**config.mk**
```make
export PLATFORM = sky130hd
export DESIGN_NAME = bullcow_match_engine
export DESIGN_NICKNAME = d
export VERILOG_FILES = /design/src/rtl/bullcow_pkg.sv /design/src/rtl/bullcow_scorer.sv /design/src/rtl/bullcow_match_engine.sv
export SDC_FILE = /design/constraint.sdc
export NUM_CORES = 1
export LEC_CHECK = 0
export BUFFER_PORTS_ARGS = -buffer_cell sky130_fd_sc_hd__buf_2
export CAP_MARGIN = 10
export CORE_ASPECT_RATIO = 0.8
export CORE_MARGIN = 10
export CORE_UTILIZATION = 47
export DETAILED_ROUTE_END_ITERATION = 12
export MAX_ROUTING_LAYER = met4
export PLACE_DENSITY = 0.66
export SLEW_MARGIN = 15
export SYNTH_ARGS = -nofsm -noshare
export SYNTH_HDL_FRONTEND = slang
export SYNTH_SLANG_ARGS = --single-unit
```
**constraint.sdc**
```tcl
create_clock -name clock -period 12 [get_ports clock]
set_input_delay 3.6 -clock clock [delete_from_list [all_inputs] [get_ports clock]]
set_output_delay 3.6 -clock clock [all_outputs]
set_load 0.005 [all_outputs]
```
**src/rtl/bullcow_pkg.sv**
```systemverilog
// Shared types and elaboration helpers for the Bulls & Cows match engine.
package bullcow_pkg;

  typedef enum logic [2:0] {
    StSetup       = 3'd0,
    StCheckSecret = 3'd1,
    StGuess       = 3'd2,
    StCheckGuess  = 3'd3,
    StWin         = 3'd4
`ifdef BULLCOW_ROUND_LIMIT_EN
    , StDraw      = 3'd5
`endif
  } state_e;

  function automatic int unsigned player_w(input int unsigned num_players);
    return (num_players > 1) ? $clog2(num_players) : 1;
  endfunction

  function automatic int unsigned count_w(input int unsigned num_digits);
    return $clog2(num_digits + 1);
  endfunction

  // Every digit of a legal code is distinct, so the alphabet must hold a full code.
  function automatic bit params_legal(input int unsigned num_players,
                                      input int unsigned num_digits,
                                      input int unsigned digit_max,
                                      input int unsigned max_rounds);
    return (num_players >= 2) && (num_digits >= 1) && (digit_max + 1 >= num_digits) &&
           (max_rounds >= 1);
  endfunction

endpackage

```
**src/rtl/bullcow_scorer.sv**
```systemverilog
// Combinational scorer: bulls/cows of guess against secret, plus legality of the guess.
module bullcow_scorer
  import bullcow_pkg::*;
#(
  parameter int unsigned NUM_DIGITS = 4,
  parameter int unsigned DIGIT_W    = 4,
  parameter int unsigned DIGIT_MAX  = 9,
  localparam int unsigned CW        = count_w(NUM_DIGITS)
) (
  input  logic [NUM_DIGITS*DIGIT_W-1:0] secret_i,
  input  logic [NUM_DIGITS*DIGIT_W-1:0] guess_i,
  output logic [CW-1:0]                 bulls_o,
  output logic [CW-1:0]                 cows_o,
  output logic                          legal_o
);

  always_comb begin
    bulls_o = '0;
    cows_o  = '0;
    legal_o = 1'b1;
    for (int i = 0; i < NUM_DIGITS; i++) begin
      if (32'(guess_i[i*DIGIT_W +: DIGIT_W]) > DIGIT_MAX) begin
        legal_o = 1'b0;
      end
      if (guess_i[i*DIGIT_W +: DIGIT_W] == secret_i[i*DIGIT_W +: DIGIT_W]) begin
        bulls_o = bulls_o + CW'(1);
      end
      for (int j = 0; j < NUM_DIGITS; j++) begin
        if (i != j) begin
          if (guess_i[i*DIGIT_W +: DIGIT_W] == guess_i[j*DIGIT_W +: DIGIT_W]) begin
            legal_o = 1'b0;
          end
          if (guess_i[i*DIGIT_W +: DIGIT_W] == secret_i[j*DIGIT_W +: DIGIT_W]) begin
            cows_o = cows_o + CW'(1);
          end
        end
      end
    end
  end

endmodule

```
**src/rtl/bullcow_match_engine.sv**
```systemverilog
// N-player Bulls & Cows match controller with persistent saturating scores.
// Optional round limit with DRAW state: define BULLCOW_ROUND_LIMIT_EN.
module bullcow_match_engine
  import bullcow_pkg::*;
#(
  parameter int unsigned NUM_PLAYERS = 2,
  parameter int unsigned NUM_DIGITS  = 4,
  parameter int unsigned DIGIT_W     = 4,
  parameter int unsigned DIGIT_MAX   = 9,
  parameter int unsigned SCORE_W     = 8,
  parameter int unsigned MAX_ROUNDS  = 10,
  localparam int unsigned PW         = player_w(NUM_PLAYERS),
  localparam int unsigned CW         = count_w(NUM_DIGITS)
) (
  input  logic                           clock,
  input  logic                           reset,
  input  logic                           enter,
  input  logic [NUM_DIGITS*DIGIT_W-1:0]  code_in,
  output logic [2:0]                     game_state,
  output logic [PW-1:0]                  active_player,
  output logic [CW-1:0]                  bulls,
  output logic [CW-1:0]                  cows,
  output logic                           result_valid,
  output logic                           input_error,
  output logic [PW-1:0]                  winner,
  output logic [NUM_PLAYERS*SCORE_W-1:0] scores,
  output logic [15:0]                    round_count
);

  localparam int unsigned CodeW = NUM_DIGITS * DIGIT_W;

  if (!params_legal(NUM_PLAYERS, NUM_DIGITS, DIGIT_MAX, MAX_ROUNDS)) begin : gen_param_check
    $fatal(1, "bullcow_match_engine: illegal parameter set");
  end

  state_e                       state_q, state_d;
  logic [PW-1:0]                player_q, player_d;
  logic [CodeW-1:0]             code_q, code_d;
  logic [CodeW-1:0]             secret_q [NUM_PLAYERS];
  logic [CodeW-1:0]             secret_d [NUM_PLAYERS];
  logic [CW-1:0]                bulls_q, bulls_d, cows_q, cows_d;
  logic                         rv_q, rv_d, ie_q, ie_d;
  logic [PW-1:0]                winner_q, winner_d;
  logic [NUM_PLAYERS*SCORE_W-1:0] scores_q, scores_d;
  logic [15:0]                  round_q, round_d;

  logic          last_player;
  logic [PW-1:0] target;
  logic [CW-1:0] sc_bulls, sc_cows;
  logic          sc_legal;
  logic          sc_win;
  logic [SCORE_W-1:0] cur_score;
  logic          round_limit_hit;

  assign last_player = (player_q == PW'(NUM_PLAYERS - 1));
  assign target      = last_player ? '0 : player_q + PW'(1);
  assign sc_win      = (sc_bulls == CW'(NUM_DIGITS));
  assign cur_score   = scores_q[player_q*SCORE_W +: SCORE_W];

`ifdef BULLCOW_ROUND_LIMIT_EN
  assign round_limit_hit = last_player && ((round_q + 16'd1) == 16'(MAX_ROUNDS));
`else
  assign round_limit_hit = 1'b0;
`endif

  // In CHECK_SECRET only the legality of code_q matters; the secret port is don't-care.
  bullcow_scorer #(
    .NUM_DIGITS (NUM_DIGITS),
    .DIGIT_W    (DIGIT_W),
    .DIGIT_MAX  (DIGIT_MAX)
  ) u_scorer (
    .secret_i (secret_q[target]),
    .guess_i  (code_q),
    .bulls_o  (sc_bulls),
    .cows_o   (sc_cows),
    .legal_o  (sc_legal)
  );

  always_ff @(posedge clock or negedge reset) begin
    if (!reset) begin
      state_q <= StSetup;
    end else begin
      state_q <= state_d;
    end
  end

  always_comb begin
    state_d = state_q;
    unique case (state_q)
      StSetup: if (enter) state_d = StCheckSecret;
      StCheckSecret: begin
        if (sc_legal && last_player) state_d = StGuess;
        else                         state_d = StSetup;
      end
      StGuess: if (enter) state_d = StCheckGuess;
      StCheckGuess: begin
        if (!sc_legal)            state_d = StGuess;
        else if (sc_win)          state_d = StWin;
`ifdef BULLCOW_ROUND_LIMIT_EN
        else if (round_limit_hit) state_d = StDraw;
`endif
        else                      state_d = StGuess;
      end
      StWin: if (enter) state_d = StSetup;
`ifdef BULLCOW_ROUND_LIMIT_EN
      StDraw: if (enter) state_d = StSetup;
`endif
      default: state_d = StSetup;
    endcase
  end

  always_comb begin
    player_d = player_q;
    code_d   = code_q;
    secret_d = secret_q;
    bulls_d  = bulls_q;
    cows_d   = cows_q;
    rv_d     = 1'b0;
    ie_d     = 1'b0;
    winner_d = winner_q;
    scores_d = scores_q;
    round_d  = round_q;
    unique case (state_q)
      StSetup, StGuess: if (enter) code_d = code_in;
      StCheckSecret: begin
        if (!sc_legal) begin
          ie_d = 1'b1;
        end else begin
          secret_d[player_q] = code_q;
          player_d           = target;
        end
      end
      StCheckGuess: begin
        if (!sc_legal) begin
          ie_d = 1'b1;
        end else begin
          bulls_d = sc_bulls;
          cows_d  = sc_cows;
          rv_d    = 1'b1;
          if (sc_win) begin
            winner_d = player_q;
            if (cur_score != '1) begin
              scores_d[player_q*SCORE_W +: SCORE_W] = cur_score + SCORE_W'(1);
            end
          end else begin
            player_d = target;
            if (last_player) round_d = round_q + 16'd1;
          end
        end
      end
      default: begin
        // WIN and DRAW: a new match keeps scores but forgets everything else.
        if (enter) begin
          player_d = '0;
          round_d  = '0;
          for (int i = 0; i < NUM_PLAYERS; i++) secret_d[i] = '0;
        end
      end
    endcase
  end

  always_ff @(posedge clock or negedge reset) begin
    if (!reset) begin
      player_q <= '0;
      code_q   <= '0;
      for (int i = 0; i < NUM_PLAYERS; i++) secret_q[i] <= '0;
      bulls_q  <= '0;
      cows_q   <= '0;
      rv_q     <= 1'b0;
      ie_q     <= 1'b0;
      winner_q <= '0;
      scores_q <= '0;
      round_q  <= '0;
    end else begin
      player_q <= player_d;
      code_q   <= code_d;
      secret_q <= secret_d;
      bulls_q  <= bulls_d;
      cows_q   <= cows_d;
      rv_q     <= rv_d;
      ie_q     <= ie_d;
      winner_q <= winner_d;
      scores_q <= scores_d;
      round_q  <= round_d;
    end
  end

  assign game_state    = state_q;
  assign active_player = player_q;
  assign bulls         = bulls_q;
  assign cows          = cows_q;
  assign result_valid  = rv_q;
  assign input_error   = ie_q;
  assign winner        = winner_q;
  assign scores        = scores_q;
  assign round_count   = round_q;

endmodule
```
==> flow_summary.yaml <==
detailed_routing:
  vias: 4917
  drtIter0Drc: 364
  wl_um: 16300
  met2_length_um: 7680
  via_per_inst: 5.59
  dr_wl_met3_um: 1030
  route.detailed.drc: 0
  first_pass_iters: 5
  drt-met1-wl_um: 7290
  wl_per_cell_um: 18.5
  ant_nets: 0
  highest_layer: "met4"
final_layout:
  stdcell_count: 880
  regArea_um2: 2330
  fill_cells: 1171
  final_nets: 734
  layout_common_cells: "98 x xnor2_1, 92 x dfrtp_1, 91 x nand2_1, 62 x buf_2, 39 x xor2_1"
  diodes: 0
  area_delta_synth_final_pct: 12.7
  drive_above_1_share_pct: 20.3
  multi_input_area_um2: 3740
  final_common_cell: "xnor2_1"
logic_synthesis:
  synth.distinct_cells: 58
  synth.avg_cell_area_um2: 9.61
  async_flop_share_pct: 100
  synth_cells: 652
  synth-seq-cells: 93
  yosys.area.top_type: "dfrtp_1"
  netlist_area_um2: 6260
  synth_area_leaders: "dfrtp_1 37%, xnor2_1 14%, nand2_1 5.5%, xor2_1 5.5%, mux2_2 4.1%"
  netlist.area_leader.share_pct: 37.1
  synthFlopType: "dfrtp_1"
  synth_seq_area_share_pct: 37.1
  synth_edf_count: 0
  syn_nets: 686
  ys_warn_count: 0
min_path:
  min-delay-start: "cows[0]$_DFFE_PN0P_"
  hold_end: "cows[0]$_DFFE_PN0P_"
  hold_path_class: "reg2reg"
  whs_path_depth: 2
pwr:
  p_total_w: 0.00145
  leakagePower_nw: 3.11
  powerDensity_nw_per_um2: 205
  ir_drop_mv: 0.108
setup_path:
  crit_path_start_kind: "flip-flop"
  cp.buffers_inverters: 4
  cp_max_fo: 27
  r2r_slack_ns: 3.81
  rr_worst_depth: 36
  worstReg2RegEnd: "cows[2]$_DFFE_PN0P_"
  critPathTopFamily: "adder cells"
  critPathSlowestCell: "dfrtp_2"
  cp-end-kind: "flip-flop"
  r2r_start: "active_player$_DFFE_PN0P_"
  worstPathArrival_ns: 8.42
  cp_data_required_time_ns: 12.23
  crit_type: "reg2reg"
  slowest_delay_ns: 0.80
die:
  initial_core_util_pct: 48.3
  die_x_um: 149
  die_y_um: 123
  fp-row-count: 37
  core_um2: 13000
  dieArea_um2: 18400
  io_pins: 64
global_routing:
  grt_max_degree: 67
  grt_use_total_pct: 18.4
  antenna_found_initial: 0
  grt_pass1_wl_um: 26400
  overflow: 0
  grt_pass1_vias: 5021
cts:
  cts-resized-gates: 0
  clock_sinks: 93
  tritoncts: "done"
  cts_hold_buf: 0
  clock_path_buffers: 2
  root_buffer: "clkbuf_16"
  cts_setup_buffers: 0
  htreeDepth: 3
  cts.clk_slew.worst_paths_ns: 0.07
  cts_buffers: 9
  clock_latency_ns: 0.35
sta:
  fmax_mhz: 122
  worst_pin_slew_ns: 1.07
  period_share_pct: 68.3
  report.final.slew_viol_count: 0
  min_period_ns: 8.19
  finalHoldViolCount: 0
  slew_headroom_pct: 28.2
  rsz0062_at_grt: "no"
  finClkSkew_ns: 0.00928
  setup-violations-final: 0
  setup_slack_ns: 3.81
  tns_ns: 0
outcome:
  run_status: "finished clean"
placed_design:
  dp_slack_ns: 3.91
  dp_hpwl_um: 11600
  placed_cells: 864
  portBuffers: 63
  gp_congestion: 0.923
job:
  maxCapViolations: 0
## state kept, by name, summed over array words and instances, names as in the netlist, 3 cells and up
| register | flops |
|---|---|
| cows | 3 |
| code_q | 16 |
| scores | 16 |
| game_state | 3 |
| secret_q | 32 |
| bulls | 3 |
| round_count | 16 |
## layout make-up
type	instances	area share, %
inverters	18	0.957
repair buffers	72	5.46
well taps	175	3.10
flip-flops and latches	93	33.0
clock buffers	10	3.24
clock inverters	6	1.33
multi-input cells	506	52.9
## tightest hold or removal path: cells and delay by family, from the launching register on
kind | cells | cell delay [ns]
and+or+nand+nor | 1 | 0.05
DFF | 1 | 0.34
AOI/OAI and AO/OA | 1 | 0.06
## synth_stat cells, drive strengths merged (2+ instances only)
cell type	n
and3	11
a211o	2
or3	3
nor2b	4
buf	18
xnor3	3
nor3	7
nand3	15
inv	17
dfrtp	93
nand4	20
nor2	32
a21oi	14
xnor2	99
nand2b	2
mux2	31
a31oi	5
clkbuf	17
nand2	91
nor4	14
nor3b	2
ha	15
and2	2
nand3b	2
a211oi	5
xor2	39
mux2i	19
o21ai	47
o22ai	2
or4	3
a221oi	3
a41oi	2
## through the flow
step / instance area, µm² / hold slack (ns) / utilization (%)
6_report: 7060 / 0.487 / 54.5
3_3_place_gp: 6730 / 0.470 / 51.9
4_1_cts: 7050 / 0.493 / 54.4
2_1_floorplan: 6260 / 0.449 / -
3_5_place_dp: 6730 / 0.476 / 51.9
5_1_grt: 7060 / 0.511 / 54.5
## logic make-up after synthesis
group / count (synthesis) / synth area share, %
xor gates and xnor gates: 141 / 20.5
adders and majority gates: 15 / 3.00
AOI/OAI and AO/OA: 89 / 8.51
buffers and inverters: 53 / 3.67
muxes: 50 / 10.3
DFF: 93 / 37.1
and+or+nand+nor: 211 / 16.9
## layer usage
metal	vias to the layer above	global-route usage [%]
li1	2334	-
met3	23	4.38
met2	145	29.2
met1	2415	22.8
met4	0	5.69
met5	-	-
## how the worst max path moves through the flow
stage	from	end	slack (ns)	cells after the start
floorplan	active_player$_DFFE_PN0P_	cows[2]$_DFFE_PN0P_	5.17	37
global placement	active_player$_DFFE_PN0P_	cows[2]$_DFFE_PN0P_	4.43	36
detailed placement	active_player$_DFFE_PN0P_	cows[2]$_DFFE_PN0P_	3.91	36
CTS	active_player$_DFFE_PN0P_	cows[2]$_DFFE_PN0P_	3.88	36
global route	active_player$_DFFE_PN0P_	cows[2]$_DFFE_PN0P_	3.22	36
finish	active_player$_DFFE_PN0P_	cows[2]$_DFFE_PN0P_	3.81	36
## report_power, final
part           switching (W)  internal (W)  total (W)
clock network       0.000127      0.000185   0.000312
logic               0.000337      0.000321   0.000657
registers           0.000127      0.000353   0.000480
No activity file was read; power rests on OpenSTA's default activity.
